<file path="config.mk">
export PLATFORM = sky130hd
export DESIGN_NAME = bram_log_reader_flat
export DESIGN_NICKNAME = d
export VERILOG_FILES = /design/src/rtl/bram_log_reader_pkg.sv /design/src/rtl/bram_log_reader_if.sv /design/src/rtl/bram_log_reader_fifo.sv /design/src/rtl/bram_log_reader.sv /design/src/flat_wrapper.sv
export SDC_FILE = /design/constraint.sdc
export NUM_CORES = 1
export LEC_CHECK = 0
export ABC_AREA = 1
export CORE_ASPECT_RATIO = 0.6
export CORE_MARGIN = 5
export CORE_UTILIZATION = 30
export CTS_BUF_LIST = sky130_fd_sc_hd__clkbuf_4 sky130_fd_sc_hd__clkbuf_8
export DETAILED_ROUTE_END_ITERATION = 16
export PLACE_DENSITY = 0.54
export SKIP_CTS_REPAIR_TIMING = 1
export SYNTH_ARGS = -nofsm -noshare
export SYNTH_HDL_FRONTEND = slang
export SYNTH_SLANG_ARGS = --single-unit
</file>
<file path="constraint.sdc">
create_clock -name Clk_CI -period 3 [get_ports Clk_CI]
set_input_delay 0.75 -clock Clk_CI [delete_from_list [all_inputs] [get_ports Clk_CI]]
set_output_delay 0.75 -clock Clk_CI [all_outputs]
set_load 0.005 [all_outputs]
</file>
<file path="src/rtl/bram_log_reader_pkg.sv">
// Shared definitions for the event log BRAM: entry geometry, field offsets and the reader FSM states.
// Used by the log reader and by the logger side.
package bram_log_pkg;

  localparam int TIMESTAMP_BITW = 32;
  localparam int TS_LSB         = 0;
  localparam int DATA_LSB       = TIMESTAMP_BITW;

  // Entries are padded up to a whole number of 32-bit words.
  function automatic int entry_bitw(input int log_data_bitw);
    return ((TIMESTAMP_BITW + log_data_bitw + 31) / 32) * 32;
  endfunction

  function automatic int entry_bytew(input int log_data_bitw);
    return entry_bitw(log_data_bitw) / 8;
  endfunction

  function automatic int addr_bitw(input int num_log_entries, input int log_data_bitw);
    return $clog2(num_log_entries) + $clog2(entry_bytew(log_data_bitw));
  endfunction

  typedef enum logic [1:0] {
    ST_IDLE  = 2'd0,
    ST_READ  = 2'd1,
    ST_FLUSH = 2'd2
  } state_e;

endpackage

</file>
<file path="src/rtl/bram_log_reader_if.sv">
// Control, BRAM port and output stream signals of the log reader.
// master = the reader, slave = the surrounding system.
interface bram_log_reader_if
  import bram_log_pkg::*;
#(
  parameter int LOG_DATA_BITW   = 32,
  parameter int NUM_LOG_ENTRIES = 16384
) ();

  localparam int ENTRY_BITW = entry_bitw(LOG_DATA_BITW);
  localparam int CNT_BITW   = $clog2(NUM_LOG_ENTRIES);
  localparam int ADDR_BITW  = addr_bitw(NUM_LOG_ENTRIES, LOG_DATA_BITW);

  logic                     Start_SI;
  logic                     Abort_SI;
  logic [CNT_BITW:0]        NumEntries_DI;
  logic                     BramEn_SO;
  logic [ADDR_BITW-1:0]     BramAddr_SO;
  logic [ENTRY_BITW-1:0]    BramRd_DI;
  logic                     Valid_SO;
  logic                     Ready_SI;
  logic [TIMESTAMP_BITW-1:0] Timestamp_DO;
  logic [LOG_DATA_BITW-1:0] LogData_DO;
  logic                     Last_SO;
  logic                     Busy_SO;
  logic                     Done_SO;

  modport master (
    input  Start_SI, Abort_SI, NumEntries_DI, BramRd_DI, Ready_SI,
    output BramEn_SO, BramAddr_SO, Valid_SO, Timestamp_DO, LogData_DO,
           Last_SO, Busy_SO, Done_SO
  );

  modport slave (
    output Start_SI, Abort_SI, NumEntries_DI, BramRd_DI, Ready_SI,
    input  BramEn_SO, BramAddr_SO, Valid_SO, Timestamp_DO, LogData_DO,
           Last_SO, Busy_SO, Done_SO
  );

endinterface

</file>
<file path="src/rtl/bram_log_reader_fifo.sv">
// Two-entry output buffer for the log reader: registered slots, occupancy count, synchronous flush.
module log_entry_fifo #(
  parameter int WIDTH = 65
) (
  input  logic             clk_i,
  input  logic             rst_ni,
  input  logic             flush_i,
  input  logic             push_i,
  input  logic [WIDTH-1:0] data_i,
  input  logic             pop_i,
  output logic [WIDTH-1:0] data_o,
  output logic [1:0]       count_o
);

  logic       wr_ptr_q, wr_ptr_d;
  logic       rd_ptr_q, rd_ptr_d;
  logic [1:0] count_q, count_d;

  always_comb begin
    wr_ptr_d = wr_ptr_q;
    rd_ptr_d = rd_ptr_q;
    count_d  = count_q;
    if (flush_i) begin
      wr_ptr_d = 1'b0;
      rd_ptr_d = 1'b0;
      count_d  = 2'd0;
    end else begin
      if (push_i) wr_ptr_d = ~wr_ptr_q;
      if (pop_i)  rd_ptr_d = ~rd_ptr_q;
      count_d = count_q + {1'b0, push_i} - {1'b0, pop_i};
    end
  end

  always_ff @(posedge clk_i or negedge rst_ni) begin
    if (!rst_ni) begin
      wr_ptr_q <= 1'b0;
      rd_ptr_q <= 1'b0;
      count_q  <= 2'd0;
    end else begin
      wr_ptr_q <= wr_ptr_d;
      rd_ptr_q <= rd_ptr_d;
      count_q  <= count_d;
    end
  end

  // Slots reset to zero so the head reads as all-zero data out of reset.
  for (genvar gi = 0; gi < 2; gi++) begin : g_slot
    logic [WIDTH-1:0] slot_q, slot_d;

    always_comb begin
      slot_d = slot_q;
      if (push_i && !flush_i && (wr_ptr_q == 1'(gi))) slot_d = data_i;
    end

    always_ff @(posedge clk_i or negedge rst_ni) begin
      if (!rst_ni) slot_q <= '0;
      else         slot_q <= slot_d;
    end
  end

  assign data_o  = rd_ptr_q ? g_slot[1].slot_q : g_slot[0].slot_q;
  assign count_o = count_q;

endmodule

</file>
<file path="src/rtl/bram_log_reader.sv">
// Drains the event log BRAM from index 0 upward and streams entries over valid/ready.
// Optional BRAM_LOG_READER_STOP_ON_EMPTY_EN: an entry with timestamp 0 ends the drain early.
module bram_log_reader
  import bram_log_pkg::*;
#(
  parameter int LOG_DATA_BITW   = 32,
  parameter int NUM_LOG_ENTRIES = 16384
) (
  input logic               Clk_CI,
  input logic               Rst_RBI,
  bram_log_reader_if.master bus
);

  localparam int ENTRY_BITW  = entry_bitw(LOG_DATA_BITW);
  localparam int ENTRY_BYTEW = entry_bytew(LOG_DATA_BITW);
  localparam int CNT_BITW    = $clog2(NUM_LOG_ENTRIES);
  localparam int OFS_BITW    = $clog2(ENTRY_BYTEW);
  localparam int FIFO_W      = ENTRY_BITW + 1;
  localparam logic [CNT_BITW:0] MAX_CNT = (CNT_BITW + 1)'(NUM_LOG_ENTRIES);
  localparam logic [CNT_BITW:0] ONE     = (CNT_BITW + 1)'(1);

  state_e            state_q, state_d;
  logic [CNT_BITW:0] cnt_q, cnt_d;
  logic [CNT_BITW:0] idx_q, idx_d;
  logic              inflight_q, inflight_d;
  logic              inflight_last_q, inflight_last_d;

  logic [1:0]        fifo_count;
  logic [FIFO_W-1:0] fifo_head;
  logic [2:0]        occupancy;
  logic              valid, pop, push, flush, issue, done, last_idx, empty_hit;

  assign valid     = (fifo_count != 2'd0);
  assign pop       = valid && bus.Ready_SI;
  assign last_idx  = (idx_q == cnt_q - ONE);
  // Entries buffered after this cycle's pop, plus the read whose data is on the bus now.
  assign occupancy = {1'b0, fifo_count} + {2'b00, inflight_q} - {2'b00, pop};

`ifdef BRAM_LOG_READER_STOP_ON_EMPTY_EN
  assign empty_hit = inflight_q && (bus.BramRd_DI[TS_LSB +: TIMESTAMP_BITW] == '0);
`else
  assign empty_hit = 1'b0;
`endif

  always_comb begin
    state_d         = state_q;
    cnt_d           = cnt_q;
    idx_d           = idx_q;
    inflight_d      = 1'b0;
    inflight_last_d = 1'b0;
    issue           = 1'b0;
    flush           = 1'b0;
    done            = 1'b0;
    push            = inflight_q && !empty_hit;
    case (state_q)
      ST_IDLE: begin
        if (bus.Start_SI && !bus.Abort_SI) begin
          cnt_d   = (bus.NumEntries_DI > MAX_CNT) ? MAX_CNT : bus.NumEntries_DI;
          idx_d   = '0;
          state_d = (bus.NumEntries_DI == '0) ? ST_FLUSH : ST_READ;
        end
      end
      ST_READ: begin
        if (bus.Abort_SI) begin
          state_d = ST_IDLE;
          flush   = 1'b1;
          push    = 1'b0;
        end else if (empty_hit) begin
          // Cleared entry: no further reads, just let the buffer drain.
          state_d = ST_FLUSH;
        end else if (occupancy < 3'd2) begin
          issue           = 1'b1;
          idx_d           = idx_q + ONE;
          inflight_d      = 1'b1;
          inflight_last_d = last_idx;
          if (last_idx) state_d = ST_FLUSH;
        end
      end
      ST_FLUSH: begin
        if (bus.Abort_SI) begin
          state_d = ST_IDLE;
          flush   = 1'b1;
          push    = 1'b0;
        end else if (fifo_count == 2'd0 && !inflight_q) begin
          done    = 1'b1;
          state_d = ST_IDLE;
        end
      end
      default: state_d = ST_IDLE;
    endcase
  end

  always_ff @(posedge Clk_CI or negedge Rst_RBI) begin
    if (!Rst_RBI) begin
      state_q         <= ST_IDLE;
      cnt_q           <= '0;
      idx_q           <= '0;
      inflight_q      <= 1'b0;
      inflight_last_q <= 1'b0;
    end else begin
      state_q         <= state_d;
      cnt_q           <= cnt_d;
      idx_q           <= idx_d;
      inflight_q      <= inflight_d;
      inflight_last_q <= inflight_last_d;
    end
  end

  log_entry_fifo #(.WIDTH(FIFO_W)) u_fifo (
    .clk_i   (Clk_CI),
    .rst_ni  (Rst_RBI),
    .flush_i (flush),
    .push_i  (push),
    .data_i  ({inflight_last_q, bus.BramRd_DI}),
    .pop_i   (pop),
    .data_o  (fifo_head),
    .count_o (fifo_count)
  );

  assign bus.BramEn_SO    = issue;
  assign bus.BramAddr_SO  = {idx_q[CNT_BITW-1:0], {OFS_BITW{1'b0}}};
  assign bus.Valid_SO     = valid;
  assign bus.Timestamp_DO = fifo_head[TS_LSB +: TIMESTAMP_BITW];
  assign bus.LogData_DO   = fifo_head[DATA_LSB +: LOG_DATA_BITW];
  assign bus.Last_SO      = valid && fifo_head[ENTRY_BITW];
  assign bus.Busy_SO      = (state_q != ST_IDLE);
  assign bus.Done_SO      = done;

endmodule

</file>
<file path="src/flat_wrapper.sv">
// flat-port wrapper written by rule: the top's interface ports become plain ports
module bram_log_reader_flat import bram_log_pkg::*;
#(
  parameter int LOG_DATA_BITW   = 32,
  parameter int NUM_LOG_ENTRIES = 16384
)
  (Clk_CI, Rst_RBI, bus_Start_SI, bus_Abort_SI, bus_NumEntries_DI, bus_BramRd_DI, bus_Ready_SI, bus_BramEn_SO, bus_BramAddr_SO, bus_Valid_SO, bus_Timestamp_DO, bus_LogData_DO, bus_Last_SO, bus_Busy_SO, bus_Done_SO);
  bram_log_reader_if #(.LOG_DATA_BITW(LOG_DATA_BITW), .NUM_LOG_ENTRIES(NUM_LOG_ENTRIES)) bus_i ();
  input logic Clk_CI;
  input logic Rst_RBI;
  input wire logic [$bits(bus_i.Start_SI)-1:0] bus_Start_SI;
  input wire logic [$bits(bus_i.Abort_SI)-1:0] bus_Abort_SI;
  input wire logic [$bits(bus_i.NumEntries_DI)-1:0] bus_NumEntries_DI;
  input wire logic [$bits(bus_i.BramRd_DI)-1:0] bus_BramRd_DI;
  input wire logic [$bits(bus_i.Ready_SI)-1:0] bus_Ready_SI;
  output wire logic [$bits(bus_i.BramEn_SO)-1:0] bus_BramEn_SO;
  output wire logic [$bits(bus_i.BramAddr_SO)-1:0] bus_BramAddr_SO;
  output wire logic [$bits(bus_i.Valid_SO)-1:0] bus_Valid_SO;
  output wire logic [$bits(bus_i.Timestamp_DO)-1:0] bus_Timestamp_DO;
  output wire logic [$bits(bus_i.LogData_DO)-1:0] bus_LogData_DO;
  output wire logic [$bits(bus_i.Last_SO)-1:0] bus_Last_SO;
  output wire logic [$bits(bus_i.Busy_SO)-1:0] bus_Busy_SO;
  output wire logic [$bits(bus_i.Done_SO)-1:0] bus_Done_SO;
  assign bus_i.Start_SI = bus_Start_SI;
  assign bus_i.Abort_SI = bus_Abort_SI;
  assign bus_i.NumEntries_DI = bus_NumEntries_DI;
  assign bus_i.BramRd_DI = bus_BramRd_DI;
  assign bus_i.Ready_SI = bus_Ready_SI;
  assign bus_BramEn_SO = bus_i.BramEn_SO;
  assign bus_BramAddr_SO = bus_i.BramAddr_SO;
  assign bus_Valid_SO = bus_i.Valid_SO;
  assign bus_Timestamp_DO = bus_i.Timestamp_DO;
  assign bus_LogData_DO = bus_i.LogData_DO;
  assign bus_Last_SO = bus_i.Last_SO;
  assign bus_Busy_SO = bus_i.Busy_SO;
  assign bus_Done_SO = bus_i.Done_SO;
  bram_log_reader #(.LOG_DATA_BITW(LOG_DATA_BITW), .NUM_LOG_ENTRIES(NUM_LOG_ENTRIES)) u_core (.Clk_CI(Clk_CI), .Rst_RBI(Rst_RBI), .bus(bus_i));
endmodule
</file>
# [Word-level counts from Yosys, hierarchy flattened]
# Index checks and enable logic that the tools add are counted.
# W data, S select, Z words.
[op_classes] n_eq_ne=9 n_reduce_logical=22 bitwise=2 magnitude_cmp=2 addsub=6 muxes=32
[ops] operator="$mux W65" count=1
[ops] operator="$mux W15" count=4
[ops] operator="$pmux W15 S2" count=1
[ops] operator="$mux W1" count=17
[ops] operator="$mux W2" count=8
[ops] operator="$add A15 B1 Y15 const B" count=1
[ops] operator="$eq A15 B15 Y1" count=1
[ops] operator="$gt A15 B15 Y1 const B" count=1
[ops] operator="$logic_not A15 Y1" count=1
[ops] operator="$sub A15 B1 Y15 const B" count=1
[ops] operator="$reduce_bool A2 Y1" count=5
[ops] operator="$ne A3 B2 Y1 const B" count=3
[ops] operator="$reduce_and A4 Y1" count=2
[ops] operator="$logic_and A1 B1 Y1" count=7
[ops] operator="$pmux W2 S3" count=1
[ops] operator="$logic_not A2 Y1" count=2
[ops] operator="$ne A2 B1 Y1 const B" count=2
[ops] operator="$add A2 B1 Y3" count=1
[ops] operator="$logic_not A1 Y1" count=3
[ops] operator="$lt A3 B2 Y1 const B" count=1
[ops] operator="$sub A3 B1 Y3" count=1
[ops] operator="$add A2 B1 Y2" count=1
[ops] operator="$eq A2 B1 Y1 const B" count=1
[ops] operator="$eq A2 B2 Y1 const B" count=1
[ops] operator="5 further kinds" count=6
[word_totals] elab_cells=83 in_bits=84 register_bits=168 out_inout_bits=86

# [Logic depth before layout (Yosys ltp)]
[depth] word_depth=7 ltp_mapped=19 mapped_depth_nobuf=19

# [Hierarchy]
# A second synthesis with hierarchy kept.
[unflattened] hier_cells=961 area_unflattened_um2=8633.3
[modules_own_cells] mod="log_entry_fifo" n_inst=1 area_per_inst_um2=6042.0 cells_per_inst=581 seq_area_each_um2=3353.2
[modules_own_cells] mod="bram_log_reader" n_inst=1 area_per_inst_um2=2591.2 cells_per_inst=380 seq_area_each_um2=850.8

# [Worst setup path after synthesis]
# Ideal clock, no wire load.
[synth_path] path_type="input to output" from="input port bus_Ready_SI" to="output port bus_BramEn_SO" setup_slack_ps=178 cell_stages=8 required_ps=2250 arrival_ps=2072 cell_sequence="nand2_1 inv_1 ha_1 nor2_1 fa_1 nor3b_2 nand2_2 inv_1"
[synth_via] elab_chain_cells=6
[synth_lines] element="start: declaration" line="flat_wrapper.sv:15" source="input wire logic [$bits(bus_i.Ready_SI)-1:0] bus_Ready_SI;"
[synth_lines] element="$logic_and A1 B1 Y1" line="bram_log_reader.sv:34" source="assign pop = valid && bus.Ready_SI;"
[synth_lines] element="$sub A3 B1 Y3" line="bram_log_reader.sv:37" source="assign occupancy = {1'b0, fifo_count} + {2'b00, inflight_q} - {2'b00, pop};"
[synth_lines] element="$lt A3 B2 Y1" line="bram_log_reader.sv:71" source="end else if (occupancy < 3'd2) begin"
[synth_lines] element="$mux W1" line="bram_log_reader.sv:71"
[synth_lines] element="$mux W1" line="bram_log_reader.sv:64" source="if (bus.Abort_SI) begin"
[synth_lines] element="$mux W1" line="bram_log_reader.sv:55" source="case (state_q)"
[synth_lines] element="end: declaration" line="flat_wrapper.sv:16" source="output wire logic [$bits(bus_i.BramEn_SO)-1:0] bus_BramEn_SO;"
# No other way between the ends.

# [Worst setup path in the final report]
[layout_path] from="register u_core.u_fifo.count_q[1] (netlist: u_core.u_fifo.count_o[1])" to="output port bus_BramEn_SO"
[layout_via] elab_chain_cells=7 word_cells_on_any_way=8 classes_between="add/sub: 2; order compare: 1; mux: 3; reduce/logical: 2"
[layout_lines] element="start: declaration" line="bram_log_reader_fifo.sv:17" source="logic [1:0] count_q, count_d;"
[layout_lines] element="start signal: assignment" line="bram_log_reader_fifo.sv:42" source="count_q <= count_d;"
[layout_lines] element="parallel branches: the longest is 2 deep, another holds $add A2 B1 Y3"
[layout_lines] element="$sub A3 B1 Y3 (*)" line="bram_log_reader.sv:37"
[layout_lines] element="$lt A3 B2 Y1 (*)" line="bram_log_reader.sv:71"
[layout_lines] element="$mux W1 (*)" line="bram_log_reader.sv:71"
[layout_lines] element="$mux W1 (*)" line="bram_log_reader.sv:64"
[layout_lines] element="$mux W1 (*)" line="bram_log_reader.sv:55"
# Mark *: on every way between the ends.

==> impl.org <==
** Global route
- The number of global-route vias before repair came to 6,895.
- Global-route congestion overflow total :: 0
- Combined global-route utilization of all metal layers :: 15.59%
- Number of antenna violations at the first check in global routing :: 1
- Largest net degree at the start of global routing :: 66
- First-pass GRT wire length :: between 30,000 and 40,000 um

** Clock tree
- Clock edge transition at the registers on the reported setup and hold paths :: around 0.10 ns
- Counting every sink on the clock net gives ~170.
- CTS Root Buffer Type :: clkbuf_8
- Max Buffers Root-to-Sink :: 2
- The clock reaches the later pin of the worst-skew pair after 0.48 ns.
- CTS tree :: built
- The number of clock buffers added by TritonCTS is 17.
- CTS H-tree lvls :: 4

** Worst setup path
- Worst-path fanout max :: 2
- The slowest stage of the critical path is the fa_1 cell.
- On the worst path, the slowest cell contributes a delay of ~0.41 ns.
- Sort of element at the end of the critical path :: primary output
- WP data required :: 2.25 ns
- The worst setup path is launched from a flip-flop.
- The setup check on the worst reg-to-reg path leaves a slack of 0.11 ns.
- R2R depth :: 21
- The endpoint identified for the worst register-to-register timing path is u_core.idx_q[10].
- The signal on the critical path passes through nor2_2 > inv_2 > nand2_2 > inv_2 > ha_4 > nor2_4 > fa_1 > nand2_1 > nor3b_2 > nand2_2 > inv_2 > clkbuf_2.
- Buffers plus inverters on the worst setup path :: 4
- Path type of the worst setup path :: flip-flop to primary output
- For the worst setup path, the data arrival time is 2.46 ns.
- Among the stages of the critical path, the cell type that occurs most often is inv_2.
- The startpoint identified for the worst register-to-register timing path is u_core.u_fifo.count_o[1].
- Critical path's top delay family :: adder cells

** Floorplan
- Core region area :: approximately 28,000 sq um
- Number of cell rows :: 47
- The initial utilization of the core area, before any placement, comes to between 30% and 40%.
- Die X :: between 200 and 250 um
- Number of top-level design ports :: 170
- Die Y :: 139.2 um
- The floorplan step defined a die boundary enclosing 31,370 sq um.

** Layout
- The finished layout holds 1,632 standard cells, fillers aside.
- For this run, the post-layout net count is 1,344.
- Measured on the finished design, the core utilization comes to between 40 and 50%.
- Fraction of final layout cells with drive strength greater than 1 :: 8.544%
- From synthesis to final layout, the design area changed by 32.26%.

** Route
- Number of optimization iterations in the first detailed-route pass :: 7
- Total number of vias :: roughly 7,400
- Using the TritonRoute via totals, the vias-per-cell ratio works out to about 4.5.
- The routed design has 24,690 um of wire.
- Post-route DRC :: 0
- Starting DRT DRC Count :: about 830
- The detail route stage leaves a number of antenna-violating nets equal to 0.
- Average wire length per cell after detail routing :: around 15 um

** Placed design
- Input and output buffers added on the ports amount to between 150 and 200.
- Placer Congestion :: 0.9187
- Detailed placement ended at an HPWL of about 18,000 um.
- Including well taps, the total number of placed cells is ~1,600.

** Pwr
- Sequential cells account for 35.4% of the total power.
- Switching part of the total :: 40.99%
- Power per standard cell area :: 950.3 nW/um^2
- In this run the static leakage power is 0.005459 uW.
- Summed over all nets, the switching power comes to 4300 uW.
- Cell internal power was estimated by the tool at 6190 uW.
- Of the total power, the clock network draws 15.7%.
- Proportion of power drawn by combinational gates :: 48.9%
- The worst-case IR drop observed on VDD is 347.1 uV.

** Synth
- Fraction of registers with async set/reset :: between 90% and 100%
- EDFF count, synth :: 0
- Synthesis instantiated 36 different standard cells from the library.
- Netlist Area Pre-Place :: 8347 sq um
- Primary FF master, synth :: dfrtp_1
- Synthesis handed over a netlist of approximately 1,100 instances.
- Count of yosys warnings during synthesis :: 0
- FF+latch count, synth :: 168
- After synthesis, flip-flops and latches occupy about half of the total area.
- Dividing the synthesized area by the synthesized cell count gives 7.644 sq um.

** Outcome
- Outcome :: finished with violations
- Violated checks :: negative setup slack

** Timing
- Rel. slew slack :: about 63%
- At the pin with the least slew margin, the transition time is 0.5595 ns.
- Crit share post-route :: 106.9%
- Hold is met by 0.2247 ns.
- Setup repair after global routing could not meet its margin everywhere.
- Smallest setup slack after layout :: -0.2075 ns
- The hold violation total from the final report came to 0.
- Adding up every negative setup slack in the final design gives -0.2075 ns.
- Setup violations remaining at the end of the flow were counted as 1.
- For the final database, setup skew stands at 0.01239 ns.
- Static timing analysis puts the maximum clock frequency at 311.8 MHz.
- Post-layout minimum cycle time :: between 3 and 4 ns
- Max Slew Vio Count :: 0

** Run
- Number of max-cap violations :: 0

** Min path
- The worst hold path belongs to the class input pin to async pin.
==> cells by family (layout without fill, tap and decap cells) <==
group           after synthesis  after routing  share of synthesized area [%]
compound gates              166            166                          10.07
xor+xnor                     18             18                          1.889
fa+ha+maj                     9              9                          1.439
buf+inv                     185            355                          9.219
flops                       168            168                          50.37
other cells                   1              4                        0.04493
simple gates                545            545                          26.97
==> synthesized netlist by cell type, drive strengths merged, types with 2 or more instances <==
cell / count / area share (%)
nand4: 7 / 0.52
nand3: 36 / 2.2
a21oi: 9 / 0.54
or2: 3 / 0.22
nand2: 426 / 19
buf: 27 / 2.1
ha: 8 / 1.2
clkbuf: 37 / 1.7
nor2: 49 / 2.6
nand3b: 3 / 0.27
o31ai: 2 / 0.18
xor2: 14 / 1.5
nor3: 10 / 0.85
and2: 2 / 0.15
nor3b: 2 / 0.24
dfrtp: 168 / 50
nor4: 7 / 0.52
o21ai: 153 / 9.2
xnor2: 4 / 0.42
inv: 121 / 5.4
==> registers in the layout (all words and copies together), names as in the netlist <==
name / cells
u_core.cnt_q: 15
u_core.idx_q: 15
u_core.inflight_last_q: 1
u_core.inflight_q: 1
u_core.state_q: 2
u_core.u_fifo.count_o: 2
u_core.u_fifo.g_slot.slot_q: 130
u_core.u_fifo.rd_ptr_q: 1
u_core.u_fifo.wr_ptr_q: 1
==> metal layers <==
layer	track usage, %	share of wire (%)	vias to the layer above
li1	-	-	3700
met1	25.10	52	3442
met2	20.33	39	234
met3	3.850	6.8	19
met4	4.169	1.3	0
met5	0	0	-
==> stage by stage <==
stage               power (uW)  setup WS, ns  instance area (sq um)
CTS                      10400       -0.7961                  10930
floorplan                 6355        0.1785                   8354
finish                   10490       -0.2075                  11040
global route             11380       -0.3546                  11040
detailed placement        8717       -0.7722                  10530
global placement          8628       -0.7482                  10530
==> final cells by class <==
cell class / instances / area (sq um)
inverters: 121 / 454.2
fillers: 2845 / 16480
clock buffers: 17 / 234.0
multi-input cells: 741 / 3451
diodes: 1 / 2.502
repair buffers: 202 / 2068
clock inverters: 15 / 165.2
well taps: 367 / 459.2
flip-flops and latches: 168 / 4205
==> layout by cell type, fill, tap and decap left out, types with 8 or more instances in the layout <==
| master | synthesis | layout |
|---|---|---|
| nand3_1 | 36 | 35 |
| inv_1 | 116 | 112 |
| a21oi_1 | 9 | 9 |
| nor2_1 | 42 | 40 |
| buf_12 | 0 | 8 |
| xor2_1 | 14 | 14 |
| o21ai_0 | 139 | 139 |
| clkbuf_8 | 0 | 17 |
| nand2_1 | 419 | 416 |
| inv_2 | 5 | 9 |
| clkdlybuf4s50_1 | 0 | 163 |
| o21ai_1 | 14 | 14 |
| dfrtp_1 | 168 | 167 |
| buf_4 | 17 | 26 |
| nand2_2 | 6 | 8 |
==> power groups by stage <==
stage          Clock [uW]  Sequential [uW]  Combinational [uW]
6_report             1640             3720                5130
4_1_cts              1710             3700                4990
2_1_floorplan           0             3580                2780
3_3_place_gp            0             3720                4910
3_5_place_dp            0             3740                4980
5_1_grt              1800             3830                5760
==> worst max path at each step <==
stage | start | endpoint | slack [ns] | depth (start not counted)
final | u_core.u_fifo.count_o[1] | bus_BramEn_SO | -0.21 | 12
after global routing | u_core.u_fifo.count_o[1] | bus_BramEn_SO | -0.35 | 11
after CTS | bus_Ready_SI | bus_BramEn_SO | -0.80 | 10
after detailed placement | bus_Ready_SI | bus_BramEn_SO | -0.77 | 10
after global placement | bus_Ready_SI | bus_BramEn_SO | -0.75 | 10
after floorplan | bus_Ready_SI | bus_BramEn_SO | 0.18 | 8
No activity file was read; power rests on OpenSTA's default activity.
